### src/rtl/hs_reset_pkg.sv
// Shared types and helpers for the reset sequencer.
//   rst_seq_state_e : sequencer FSM states
//   calc_cnt_w()    : width of the shared delay/timeout counter
package hs_reset_pkg;

    typedef enum logic [1:0] {
        DELAY    = 2'd0,
        WAIT_ACK = 2'd1,
        DONE     = 2'd2,
        SW_HOLD  = 2'd3
    } rst_seq_state_e;

    // Counter must hold values up to max(delay, timeout) - 1; the +1 keeps
    // the result at least 1 bit wide when both are 1.
    function automatic int calc_cnt_w(input int delay_cycles, input int ack_timeout);
        int m;
        m = (delay_cycles > ack_timeout) ? delay_cycles : ack_timeout;
        return $clog2(m + 1);
    endfunction

endpackage

### src/rtl/hs_unit_reset_timer.sv
// Shared up-counter for the reset sequencer (delay, ack timeout, sw hold).
// Ports:
//   clk, aresetn : clock, async active-low reset
//   i_clr        : synchronous clear (wins over i_en)
//   i_en         : count enable
//   o_dly_exp    : counter == DELAY_CYCLES-1
//   o_to_exp     : counter == ACK_TIMEOUT-1 (never asserted when ACK_TIMEOUT==0)
module hs_unit_reset_timer
    import hs_reset_pkg::*;
#(
    parameter int DELAY_CYCLES = 16,
    parameter int ACK_TIMEOUT  = 256,
    parameter int CNT_W        = calc_cnt_w(DELAY_CYCLES, ACK_TIMEOUT)
) (
    input  logic clk,
    input  logic aresetn,
    input  logic i_clr,
    input  logic i_en,
    output logic o_dly_exp,
    output logic o_to_exp
);

    localparam logic [CNT_W-1:0] DLY_LAST = CNT_W'(DELAY_CYCLES - 1);
    localparam logic [CNT_W-1:0] TO_LAST  = CNT_W'(ACK_TIMEOUT - 1);

    logic [CNT_W-1:0] r_cnt;

    always_ff @(posedge clk or negedge aresetn) begin
        if (!aresetn)
            r_cnt <= '0;
        else if (i_clr)
            r_cnt <= '0;
        else if (i_en)
            r_cnt <= r_cnt + 1'b1;
    end

    assign o_dly_exp = (r_cnt == DLY_LAST);
    assign o_to_exp  = (ACK_TIMEOUT != 0) && (r_cnt == TO_LAST);

endmodule

### src/rtl/hs_unit_reset_sequencer.sv
// Ordered reset release sequencer. Releases stage_rstn[0..N_STAGES-1] one at
// a time, each after a programmable delay, waiting for a per-stage ack (with
// optional timeout) before moving on. sw_rst_req re-runs the whole sequence.
// Ports:
//   clk, aresetn  : clock, async active-low reset (already release-synchronized)
//   sw_rst_req    : warm-reset request, sampled every rising edge
//   stage_ack     : per-stage ready, only the current stage's bit in WAIT_ACK counts
//   stage_rstn    : per-stage active-low resets, thermometer coded
//   seq_done      : all stages released and acked/timed out
//   timeout_err   : sticky, some stage timed out in this sequence
//   cur_stage     : stage being sequenced, N_STAGES when done
module hs_unit_reset_sequencer
    import hs_reset_pkg::*;
#(
    parameter int N_STAGES     = 4,
    parameter int DELAY_CYCLES = 16,
    parameter int ACK_TIMEOUT  = 256
) (
    input  logic                              clk,
    input  logic                              aresetn,
    input  logic                              sw_rst_req,
    input  logic [N_STAGES-1:0]               stage_ack,
    output logic [N_STAGES-1:0]               stage_rstn,
    output logic                              seq_done,
    output logic                              timeout_err,
    output logic [$clog2(N_STAGES+1)-1:0]     cur_stage
);

    localparam int CNT_W = calc_cnt_w(DELAY_CYCLES, ACK_TIMEOUT);
    localparam int SW    = $clog2(N_STAGES + 1);

    localparam logic [N_STAGES-1:0] ONE      = N_STAGES'(1);
    localparam logic [SW-1:0]       LAST_STG = SW'(N_STAGES - 1);
    localparam logic [SW-1:0]       ALL_STG  = SW'(N_STAGES);

    rst_seq_state_e      r_state, w_state_nxt;
    logic [N_STAGES-1:0] r_stage_rstn, w_rstn_nxt;
    logic [SW-1:0]       r_cur_stage, w_cur_nxt;
    logic                r_seq_done, w_done_nxt;
    logic                r_timeout_err, w_err_nxt;

    logic                w_tmr_clr, w_tmr_en;
    logic                w_dly_exp, w_to_exp;
    logic [N_STAGES-1:0] w_cur_onehot;
    logic                w_ack_cur;

    hs_unit_reset_timer #(
        .DELAY_CYCLES (DELAY_CYCLES),
        .ACK_TIMEOUT  (ACK_TIMEOUT),
        .CNT_W        (CNT_W)
    ) u_timer (
        .clk       (clk),
        .aresetn   (aresetn),
        .i_clr     (w_tmr_clr),
        .i_en      (w_tmr_en),
        .o_dly_exp (w_dly_exp),
        .o_to_exp  (w_to_exp)
    );

    // cur_stage is always < N_STAGES outside DONE, so the one-hot is valid
    // wherever it is used.
    assign w_cur_onehot = ONE << r_cur_stage;
    assign w_ack_cur    = |(stage_ack & w_cur_onehot);

    always_ff @(posedge clk or negedge aresetn) begin
        if (!aresetn) begin
            r_state       <= DELAY;
            r_stage_rstn  <= '0;
            r_cur_stage   <= '0;
            r_seq_done    <= 1'b0;
            r_timeout_err <= 1'b0;
        end else begin
            r_state       <= w_state_nxt;
            r_stage_rstn  <= w_rstn_nxt;
            r_cur_stage   <= w_cur_nxt;
            r_seq_done    <= w_done_nxt;
            r_timeout_err <= w_err_nxt;
        end
    end

    always_comb begin
        w_state_nxt = r_state;
        w_rstn_nxt  = r_stage_rstn;
        w_cur_nxt   = r_cur_stage;
        w_done_nxt  = r_seq_done;
        w_err_nxt   = r_timeout_err;
        w_tmr_clr   = 1'b0;
        w_tmr_en    = 1'b0;

        if (sw_rst_req) begin
            // Warm reset overrides every other transition, including an ack
            // or release landing on the same edge.
            w_state_nxt = SW_HOLD;
            w_rstn_nxt  = '0;
            w_cur_nxt   = '0;
            w_done_nxt  = 1'b0;
            w_err_nxt   = 1'b0;
            w_tmr_clr   = 1'b1;
        end else begin
            case (r_state)
                DELAY: begin
                    if (w_dly_exp) begin
                        w_rstn_nxt  = r_stage_rstn | w_cur_onehot;
                        w_tmr_clr   = 1'b1;
                        w_state_nxt = WAIT_ACK;
                    end else begin
                        w_tmr_en = 1'b1;
                    end
                end
                WAIT_ACK: begin
                    if (w_ack_cur || w_to_exp) begin
                        // An ack on the timeout edge still counts as an ack.
                        if (!w_ack_cur)
                            w_err_nxt = 1'b1;
                        w_tmr_clr = 1'b1;
                        if (r_cur_stage == LAST_STG) begin
                            w_done_nxt  = 1'b1;
                            w_cur_nxt   = ALL_STG;
                            w_state_nxt = DONE;
                        end else begin
                            w_cur_nxt   = r_cur_stage + 1'b1;
                            w_state_nxt = DELAY;
                        end
                    end else begin
                        // With no timeout the counter is frozen so it never wraps.
                        w_tmr_en = (ACK_TIMEOUT != 0);
                    end
                end
                DONE: begin
                    w_tmr_clr = 1'b1;
                end
                SW_HOLD: begin
                    // Only reached with sw_rst_req low here; counts the
                    // post-request quiet period.
                    if (w_dly_exp) begin
                        w_tmr_clr   = 1'b1;
                        w_state_nxt = DELAY;
                    end else begin
                        w_tmr_en = 1'b1;
                    end
                end
                default: begin
                    w_state_nxt = DELAY;
                    w_tmr_clr   = 1'b1;
                end
            endcase
        end
    end

    assign stage_rstn  = r_stage_rstn;
    assign seq_done    = r_seq_done;
    assign timeout_err = r_timeout_err;
    assign cur_stage   = r_cur_stage;

endmodule

### config.mk
export PLATFORM = sky130hd
export DESIGN_NAME = hs_unit_reset_sequencer
export DESIGN_NICKNAME = d
export VERILOG_FILES = /design/src/rtl/hs_reset_pkg.sv /design/src/rtl/hs_unit_reset_timer.sv /design/src/rtl/hs_unit_reset_sequencer.sv
export SDC_FILE = /design/constraint.sdc
export NUM_CORES = 1
export LEC_CHECK = 0
export CELL_PAD_IN_SITES_DETAIL_PLACEMENT = 1
export CELL_PAD_IN_SITES_GLOBAL_PLACEMENT = 1
export CORE_UTILIZATION = 37
export CTS_BUF_LIST = sky130_fd_sc_hd__clkbuf_8 sky130_fd_sc_hd__clkbuf_16
export DETAILED_ROUTE_END_ITERATION = 16
export GPL_TIMING_DRIVEN = 0
export PLACE_DENSITY = 0.81
export SYNTH_ARGS = -nofsm -noshare
export SYNTH_HDL_FRONTEND = slang
export SYNTH_SLANG_ARGS = --single-unit
### constraint.sdc
create_clock -name clk -period 2.3 [get_ports clk]
set_clock_uncertainty 0.1 [all_clocks]
set_input_delay 0.23 -clock clk [delete_from_list [all_inputs] [get_ports clk]]
set_output_delay 0.23 -clock clk [all_outputs]
set_load 0.03 [all_outputs]
==> metrics.txt, run 1 <==
# TYPE chip_impl_metric gauge
chip_impl_info{name="run_status",value="completed"} 1
chip_impl_metric{name="vias",unit=""} 1045
chip_impl_metric{name="layout-drive-gt1-share",unit="%"} 20.9
chip_impl_metric{name="register_clock_pin_slew_on_the_reported_worst_setup_and_hold_paths",unit="ns"} 0.08
chip_impl_metric{name="antenna_found_initial",unit=""} 0
chip_impl_metric{name="timing.max_slew.rel_slack",unit="%"} 37.4
chip_impl_info{name="hold_path_class",value="in2async"} 1
chip_impl_metric{name="worst_ir_drop_vdd",unit="V"} 0.000313
chip_impl_metric{name="timing.fmax",unit="MHz"} 448
chip_impl_metric{name="drv.max_cap_violation_count",unit=""} 0
chip_impl_info{name="rsz0062_at_grt",value="true"} 1
chip_impl_metric{name="floorplan.die_area",unit="um^2"} 3480
chip_impl_metric{name="post-route-worst-setup-slack",unit="ns"} 0.0667
chip_impl_metric{name="synth.cell_area",unit="um^2"} 1200
chip_impl_metric{name="initialDrtViolationCount",unit=""} 28
chip_impl_metric{name="cts-buffers-inserted",unit=""} 3
chip_impl_metric{name="drt_pass1_iterations",unit=""} 4
chip_impl_metric{name="die-height",unit="um"} 59.0
chip_impl_metric{name="dp_worst_setup_slack",unit="ns"} -0.220
chip_impl_metric{name="grt_max_degree",unit=""} 21
chip_impl_metric{name="final_antenna_net_count",unit=""} 0
chip_impl_info{name="cts_root_buf",value="clkbuf_8"} 1
chip_impl_metric{name="cts.hold.buffers_added",unit=""} 0
chip_impl_info{name="mostFrequentLayoutCell",value="dfrtp_1"} 1
chip_impl_metric{name="fillCellCount",unit=""} 355
chip_impl_metric{name="htree_num_levels",unit=""} 1
chip_impl_info{name="setup.worst_path.end_class",value="flop"} 1
chip_impl_metric{name="floorplan.rows",unit=""} 20
chip_impl_metric{name="gr-total-overflow",unit=""} 0
chip_impl_info{name="tritoncts_clock_tree",value="built"} 1
chip_impl_metric{name="timing.critical_path.arrival",unit="ns"} 2.32
chip_impl_metric{name="routed_via_density",unit=""} 5.44
chip_impl_metric{name="synth_nets",unit=""} 140
chip_impl_metric{name="floorplan.die.width",unit="um"} 59.0
chip_impl_metric{name="nets",unit=""} 167
chip_impl_metric{name="insertion_delay",unit="ns"} 0.26
chip_impl_metric{name="post-route-util",unit="%"} 51.0
chip_impl_metric{name="port_buffers",unit=""} 15
chip_impl_metric{name="synth_enable_flop_cells",unit=""} 0
chip_impl_metric{name="synth_async_sr_flop_share",unit="%"} 100
chip_impl_metric{name="p_total",unit="W"} 0.00118
chip_impl_metric{name="power_density_over_the_cells",unit="nW/um^2"} 749
chip_impl_metric{name="floorplan.core_area",unit="um^2"} 3080
chip_impl_metric{name="initial_standard_cell_utilization_of_the_core",unit="%"} 39.0
chip_impl_metric{name="antenna-diode-count",unit=""} 0
chip_impl_metric{name="drc",unit=""} 0
chip_impl_info{name="ys.flop_type",value="dfrtp_1"} 1
chip_impl_metric{name="final_setup_violating_endpoints",unit=""} 0
chip_impl_metric{name="final_max_slew_viol_count",unit=""} 0
chip_impl_metric{name="maximum_fanout_count_along_the_critical_path",unit=""} 10
chip_impl_metric{name="ys_seq_area_share",unit="%"} 41.7
chip_impl_metric{name="area_growth",unit="%"} 30.7
chip_impl_metric{name="cp_data_required_time",unit="ns"} 2.39
chip_impl_metric{name="wire_per_inst",unit="um"} 16.9
chip_impl_metric{name="ios",unit=""} 16
chip_impl_metric{name="final.min_clock_period",unit="ns"} 2.23
chip_impl_info{name="layout_common_cells",value="dfrtp_1 (18), a21oi_1 (15), clkdlybuf4s50_1 (15)"} 1
chip_impl_info{name="cp-start-kind",value="flop"} 1
chip_impl_metric{name="yosysUniqueCellTypes",unit=""} 31
chip_impl_metric{name="leakagePower",unit="nW"} 0.638
chip_impl_metric{name="yosys_warn_count",unit=""} 0
chip_impl_metric{name="synthesis.area_per_instance",unit="um^2"} 9.85
chip_impl_metric{name="dp.final_hpwl",unit="mm"} 2.17
chip_impl_metric{name="tritoncts_num_sinks",unit=""} 20
chip_impl_metric{name="synth.ff_latch_count",unit=""} 20
chip_impl_metric{name="routabilityCongestion",unit=""} 0.834
chip_impl_metric{name="hold_violations",unit=""} 0
chip_impl_metric{name="max-clock-path-buffers",unit=""} 2
chip_impl_metric{name="post_synth_inst_count",unit=""} 122
chip_impl_metric{name="global_route_wire_length_before_repair",unit="mm"} 5.45
chip_impl_metric{name="tightest_slew",unit="ns"} 0.936
chip_impl_metric{name="period_share",unit="%"} 97.1
chip_impl_info{name="critPathKind",value="reg2reg"} 1
chip_impl_metric{name="grt_use_total",unit="%"} 21.2
chip_impl_metric{name="grt_pass1_vias",unit=""} 1149
chip_impl_metric{name="drt_wl_total",unit="mm"} 3.24
-- cells by family after synthesis --
group           count (synthesis)  share of synthesized area (%)
mux                             6                           5.10
compound gates                 33                           19.4
fa+ha+maj                      11                           11.5
flops                          20                           41.7
simple gates                   36                           16.7
buf+inv                        16                           5.73
-- cell usage after synthesis, types with 2 or more instances --
| library cell | instances | share of area (%) |
|---|---|---|
| a21oi_1 | 16 | 6.7 |
| clkbuf_1 | 2 | 0.63 |
| dfrtp_1 | 20 | 42 |
| ha_1 | 11 | 11 |
| inv_1 | 12 | 3.7 |
| mux2i_1 | 5 | 4.2 |
| nand2_1 | 4 | 1.2 |
| nand3_1 | 4 | 1.7 |
| nand3b_1 | 3 | 1.9 |
| nor2_1 | 12 | 3.7 |
| nor3_1 | 3 | 1.2 |
| o21ai_0 | 2 | 0.83 |
| o31ai_1 | 4 | 2.5 |
| o41ai_1 | 2 | 1.5 |
| or3_1 | 3 | 1.6 |
| or4_1 | 4 | 2.5 |
-- final timing paths --
kind | start | end | slack [ns] | cells past startpoint
min in group clk | seq_done | seq_done | 0.41 | 2
hold reg to reg | seq_done | seq_done | 0.41 | 2
max in group asynchronous | aresetn | cur_stage[0] | 1.09 | 1
hold / removal | aresetn | u_timer.r_cnt[4] | 0.38 | 1
setup reg to reg | cur_stage[0] | u_timer.r_cnt[3] | 0.07 | 7
setup / recovery | cur_stage[0] | u_timer.r_cnt[3] | 0.07 | 7
-- where the power goes --
part           switching (W)  internal (W)  leakage, nW
registers          0.0000381      0.000388        0.269
logic               0.000292      0.000219        0.342
clock network       0.000121      0.000119       0.0269
total               0.000450      0.000726        0.638
-- area by class of cell --
type | instances | area [um^2] | share of cell area (%)
Buffer | 4 | 23.8 | 1.51
Multi-Input combinational cell | 86 | 696 | 44.3
Sequential cell | 20 | 503 | 32.0
Inverter | 12 | 45.0 | 2.87
Tap cell | 44 | 55.1 | 3.51
Clock inverter | 1 | 3.75 | 0.239
Clock buffer | 3 | 41.3 | 2.63
Timing Repair Buffer | 22 | 203 | 12.9
-- per-layer routing --
metal / wire, um / track usage [%] / up-vias / share of wire (%)
li1: - / - / 492 / -
met4: 65 / 7.14 / 0 / 2.0
met1: 1390 / 24.5 / 526 / 43
met2: 1690 / 38.3 / 20 / 52
met5: 0 / 0 / - / 0
met3: 100 / 5.02 / 7 / 3.1
-- registers in the layout (all words and copies together), names as in the netlist --
register,flops
stage_rstn,4
timeout_err,1
seq_done,1
u_timer.r_cnt,9
r_state,2
cur_stage,3
-- stage by stage --
step,setup TNS (ns),area (um^2),cells,hold WS [ns]
after global routing,-0.0178,1570,192,0.441
after global placement,-0.433,1410,181,0.379
after floorplan,0,1200,122,-0.166
final,0,1570,192,0.384
after CTS,0,1500,187,0.414
after detailed placement,-1.07,1410,181,0.392
-- worst max-delay path: stages, from the launching register on --
cell and delay (ns):
dfrtp_2 0.45, ha_2 0.21, a22oi_2 0.24, o211ai_4 0.13, o32a_4 0.35, buf_6 0.15, or4_4 0.41, a21oi_2 0.13
-- repair_timing --
item | CTS | global route
setup endpoints to repair | 11 | 6
setup buffers | 2 | 5
resized for setup | 7 | 9
gates cloned | 0 | 0
pin swaps | 0 | 2
(Power assumes the default switching activity.)
==> run 2, diff against run 1 <==
--- a/config.mk
+++ b/config.mk
@@ -5,13 +5,15 @@
 export SDC_FILE = /design/constraint.sdc
 export NUM_CORES = 1
 export LEC_CHECK = 0
+export CAP_MARGIN = 20
 export CELL_PAD_IN_SITES_DETAIL_PLACEMENT = 1
 export CELL_PAD_IN_SITES_GLOBAL_PLACEMENT = 1
-export CORE_UTILIZATION = 37
+export CORE_UTILIZATION = 40
 export CTS_BUF_LIST = sky130_fd_sc_hd__clkbuf_8 sky130_fd_sc_hd__clkbuf_16
 export DETAILED_ROUTE_END_ITERATION = 16
+export DONT_BUFFER_PORTS = 1
 export GPL_TIMING_DRIVEN = 0
-export PLACE_DENSITY = 0.81
+export PLACE_DENSITY = 0.77
 export SYNTH_ARGS = -nofsm -noshare
 export SYNTH_HDL_FRONTEND = slang
 export SYNTH_SLANG_ARGS = --single-unit
==> run 2 against run 1 <==
  * Non-clock buffer count is 18 lower
  * Clock-buffer cell count is 1 higher
  * Largest cell class unchanged
  * The run now ends with negative setup slack left
  * Critical endpoint unchanged
  * Setup slack worse by 0.080 ns
  * Register-to-register slack worse by 0.08 ns
  * Critical path depth is 1 higher
  * Via count is 7.3% lower
==> metrics.txt, run 2 (synthesis gave the netlist of run 1 again) <==
# TYPE chip_impl_metric gauge
chip_impl_metric{name="hold_depth",unit=""} 2
chip_impl_info{name="hold_path_class",value="in2reg"} 1
chip_impl_info{name="run_status",value="complete, but fails checks"} 1
chip_impl_metric{name="tightest_slew",unit="ns"} 0.936
chip_impl_metric{name="worst_ir_drop_vdd",unit="V"} 0.000460
chip_impl_metric{name="wire_per_inst",unit="um"} 18.0
chip_impl_metric{name="antenna-diode-count",unit=""} 0
chip_impl_metric{name="leakagePower",unit="nW"} 0.570
chip_impl_metric{name="cp_data_required_time",unit="ns"} 2.39
chip_impl_metric{name="drv.max_cap_violation_count",unit=""} 0
chip_impl_metric{name="insertion_delay",unit="ns"} 0.26
chip_impl_info{name="critPathKind",value="reg2reg"} 1
chip_impl_metric{name="floorplan.rows",unit=""} 19
chip_impl_metric{name="post-route-worst-setup-slack",unit="ns"} -0.0135
chip_impl_metric{name="antenna_found_initial",unit=""} 0
chip_impl_metric{name="hold_violations",unit=""} 0
chip_impl_metric{name="final_max_slew_viol_count",unit=""} 0
chip_impl_metric{name="grt_pass1_vias",unit=""} 1106
chip_impl_metric{name="period_share",unit="%"} 101
chip_impl_info{name="setup.worst_path.end_class",value="flop"} 1
chip_impl_metric{name="stdcell_area",unit="um^2"} 1430
chip_impl_info{name="cp-start-kind",value="flop"} 1
chip_impl_metric{name="max-clock-path-buffers",unit=""} 2
chip_impl_metric{name="grt_max_degree",unit=""} 21
chip_impl_metric{name="final_antenna_net_count",unit=""} 0
chip_impl_info{name="cts_root_buf",value="clkbuf_8"} 1
chip_impl_info{name="r2r_start",value="cur_stage[0]"} 1
chip_impl_metric{name="routabilityCongestion",unit=""} 0.796
chip_impl_info{name="layout_common_cells",value="dfrtp_1 (17), a21oi_1 (15), nor2_1 (12)"} 1
chip_impl_metric{name="nets",unit=""} 149
chip_impl_info{name="registers.top_by_ff_count",value="u_timer.r_cnt"} 1
chip_impl_metric{name="layout-drive-gt1-share",unit="%"} 23.1
chip_impl_metric{name="floorplan.die.width",unit="um"} 56.8
chip_impl_info{name="rsz0062_at_grt",value="true"} 1
chip_impl_metric{name="p_total",unit="W"} 0.00119
chip_impl_metric{name="dp.final_hpwl",unit="mm"} 1.99
chip_impl_metric{name="initialDrtViolationCount",unit=""} 29
chip_impl_metric{name="drt_pass1_iterations",unit=""} 4
chip_impl_metric{name="largest_register_ffs",unit=""} 9
chip_impl_info{name="worst_r2r_endpoint",value="u_timer.r_cnt[3]"} 1
chip_impl_info{name="setup.worst_path.start",value="cur_stage[0]"} 1
chip_impl_metric{name="fillCellCount",unit=""} 320
chip_impl_metric{name="area_growth",unit="%"} 19.4
chip_impl_metric{name="floorplan.core_area",unit="um^2"} 2810
chip_impl_metric{name="floorplan.die_area",unit="um^2"} 3230
chip_impl_metric{name="routed_via_density",unit=""} 6.02
chip_impl_metric{name="timing.critical_path.arrival",unit="ns"} 2.40
chip_impl_metric{name="global_route_wire_length_before_repair",unit="mm"} 5.14
chip_impl_metric{name="gr-total-overflow",unit=""} 0
chip_impl_metric{name="die-height",unit="um"} 56.8
chip_impl_metric{name="ios",unit=""} 16
chip_impl_metric{name="drc",unit=""} 0
chip_impl_metric{name="power_density_over_the_cells",unit="nW/um^2"} 831
chip_impl_metric{name="finalHoldWorstSlack",unit="ns"} 0.0718
chip_impl_metric{name="timing.fmax",unit="MHz"} 432
chip_impl_info{name="tritoncts_clock_tree",value="built"} 1
chip_impl_info{name="failed_checks",value="negative setup slack"} 1
chip_impl_metric{name="vias",unit=""} 969
chip_impl_metric{name="port_buffers",unit=""} 0
chip_impl_info{name="cp_capture_point",value="u_timer.r_cnt[3]"} 1
chip_impl_metric{name="reg2reg_depth",unit=""} 8
chip_impl_metric{name="initial_standard_cell_utilization_of_the_core",unit="%"} 42.8
chip_impl_metric{name="register_clock_pin_slew_on_the_reported_worst_setup_and_hold_paths",unit="ns"} 0.08
chip_impl_info{name="mostFrequentLayoutCell",value="dfrtp_1"} 1
chip_impl_metric{name="final.min_clock_period",unit="ns"} 2.31
chip_impl_metric{name="r2r_slack",unit="ns"} -0.01
chip_impl_metric{name="tritoncts_num_sinks",unit=""} 20
chip_impl_metric{name="grt_use_total",unit="%"} 20.4
chip_impl_metric{name="dpl_cell_area",unit="um^2"} 1240
chip_impl_metric{name="htree_num_levels",unit=""} 1
chip_impl_metric{name="cts-buffers-inserted",unit=""} 3
chip_impl_metric{name="maximum_fanout_count_along_the_critical_path",unit=""} 10
chip_impl_metric{name="timing.max_slew.rel_slack",unit="%"} 37.4
chip_impl_metric{name="final_setup_violating_endpoints",unit=""} 1
chip_impl_metric{name="drt_wl_total",unit="mm"} 2.90
run 2: timing repair:
item,CTS,global route
endpoints found under the setup margin,11,7
gates cloned,0,0
pin swaps,4,4
gates resized for setup,15,8
hold endpoints to repair,21,0
hold buffers,2,0
setup buffers,2,0
run 2: per-stage QoR:
stage	utilization, %	setup WS, ns	TNS [ns]	std cells
2_1_floorplan	-	0.00642	0	122
3_3_place_gp	44.2	-0.145	-0.612	153
3_5_place_dp	44.2	-0.238	-1.23	153
4_1_cts	49.2	-0.0401	-0.0401	161
5_1_grt	51.1	-0.0877	-0.251	161
6_report	51.1	-0.0135	-0.0135	161
run 2: worst min-delay path by stage:
| stage | from | endpoint |
|---|---|---|
| after CTS | sw_rst_req | r_state[1] |
| after global routing | sw_rst_req | r_state[1] |
| after detailed placement | aresetn | u_timer.r_cnt[6] |
| after global placement | aresetn | u_timer.r_cnt[6] |
| after floorplan | aresetn | cur_stage[0] |
| final | sw_rst_req | r_state[1] |
run 2: layout make-up:
class                      count  area [um^2]  area share [%]
buffer                         4         23.8            1.66
clock buffer                   4         55.1            3.84
inverter                      12         47.5            3.32
multi-input combinational     86          729            50.9
sequential                    20          504            35.2
tap                           31         38.8            2.71
timing repair buffer           4         35.0            2.44
run 2: report_power, final:
| part | leakage, nW | internal [W] | switching, W |
|---|---|---|---|
| clock | 0.0288 | 0.000153 | 0.000120 |
| combinational | 0.274 | 0.000203 | 0.000269 |
| sequential | 0.267 | 0.000388 | 0.0000609 |
run 2: critical path, cell delays in order, from the launching register on:
cell and delay, ns:
dfrtp_2 0.55, inv_2 0.10, ha_4 0.18, a22oi_2 0.17, o211ai_4 0.11, o32a_4 0.35
buf_6 0.15, or4_1 0.39, a21oi_1 0.14
run 2: layer usage:
metal  part of all wire, %  GRT usage [%]
met5                     0              0
met4                  0.38           2.79
met3                   3.7           5.76
met2                    52           35.7
met1                    44           25.5
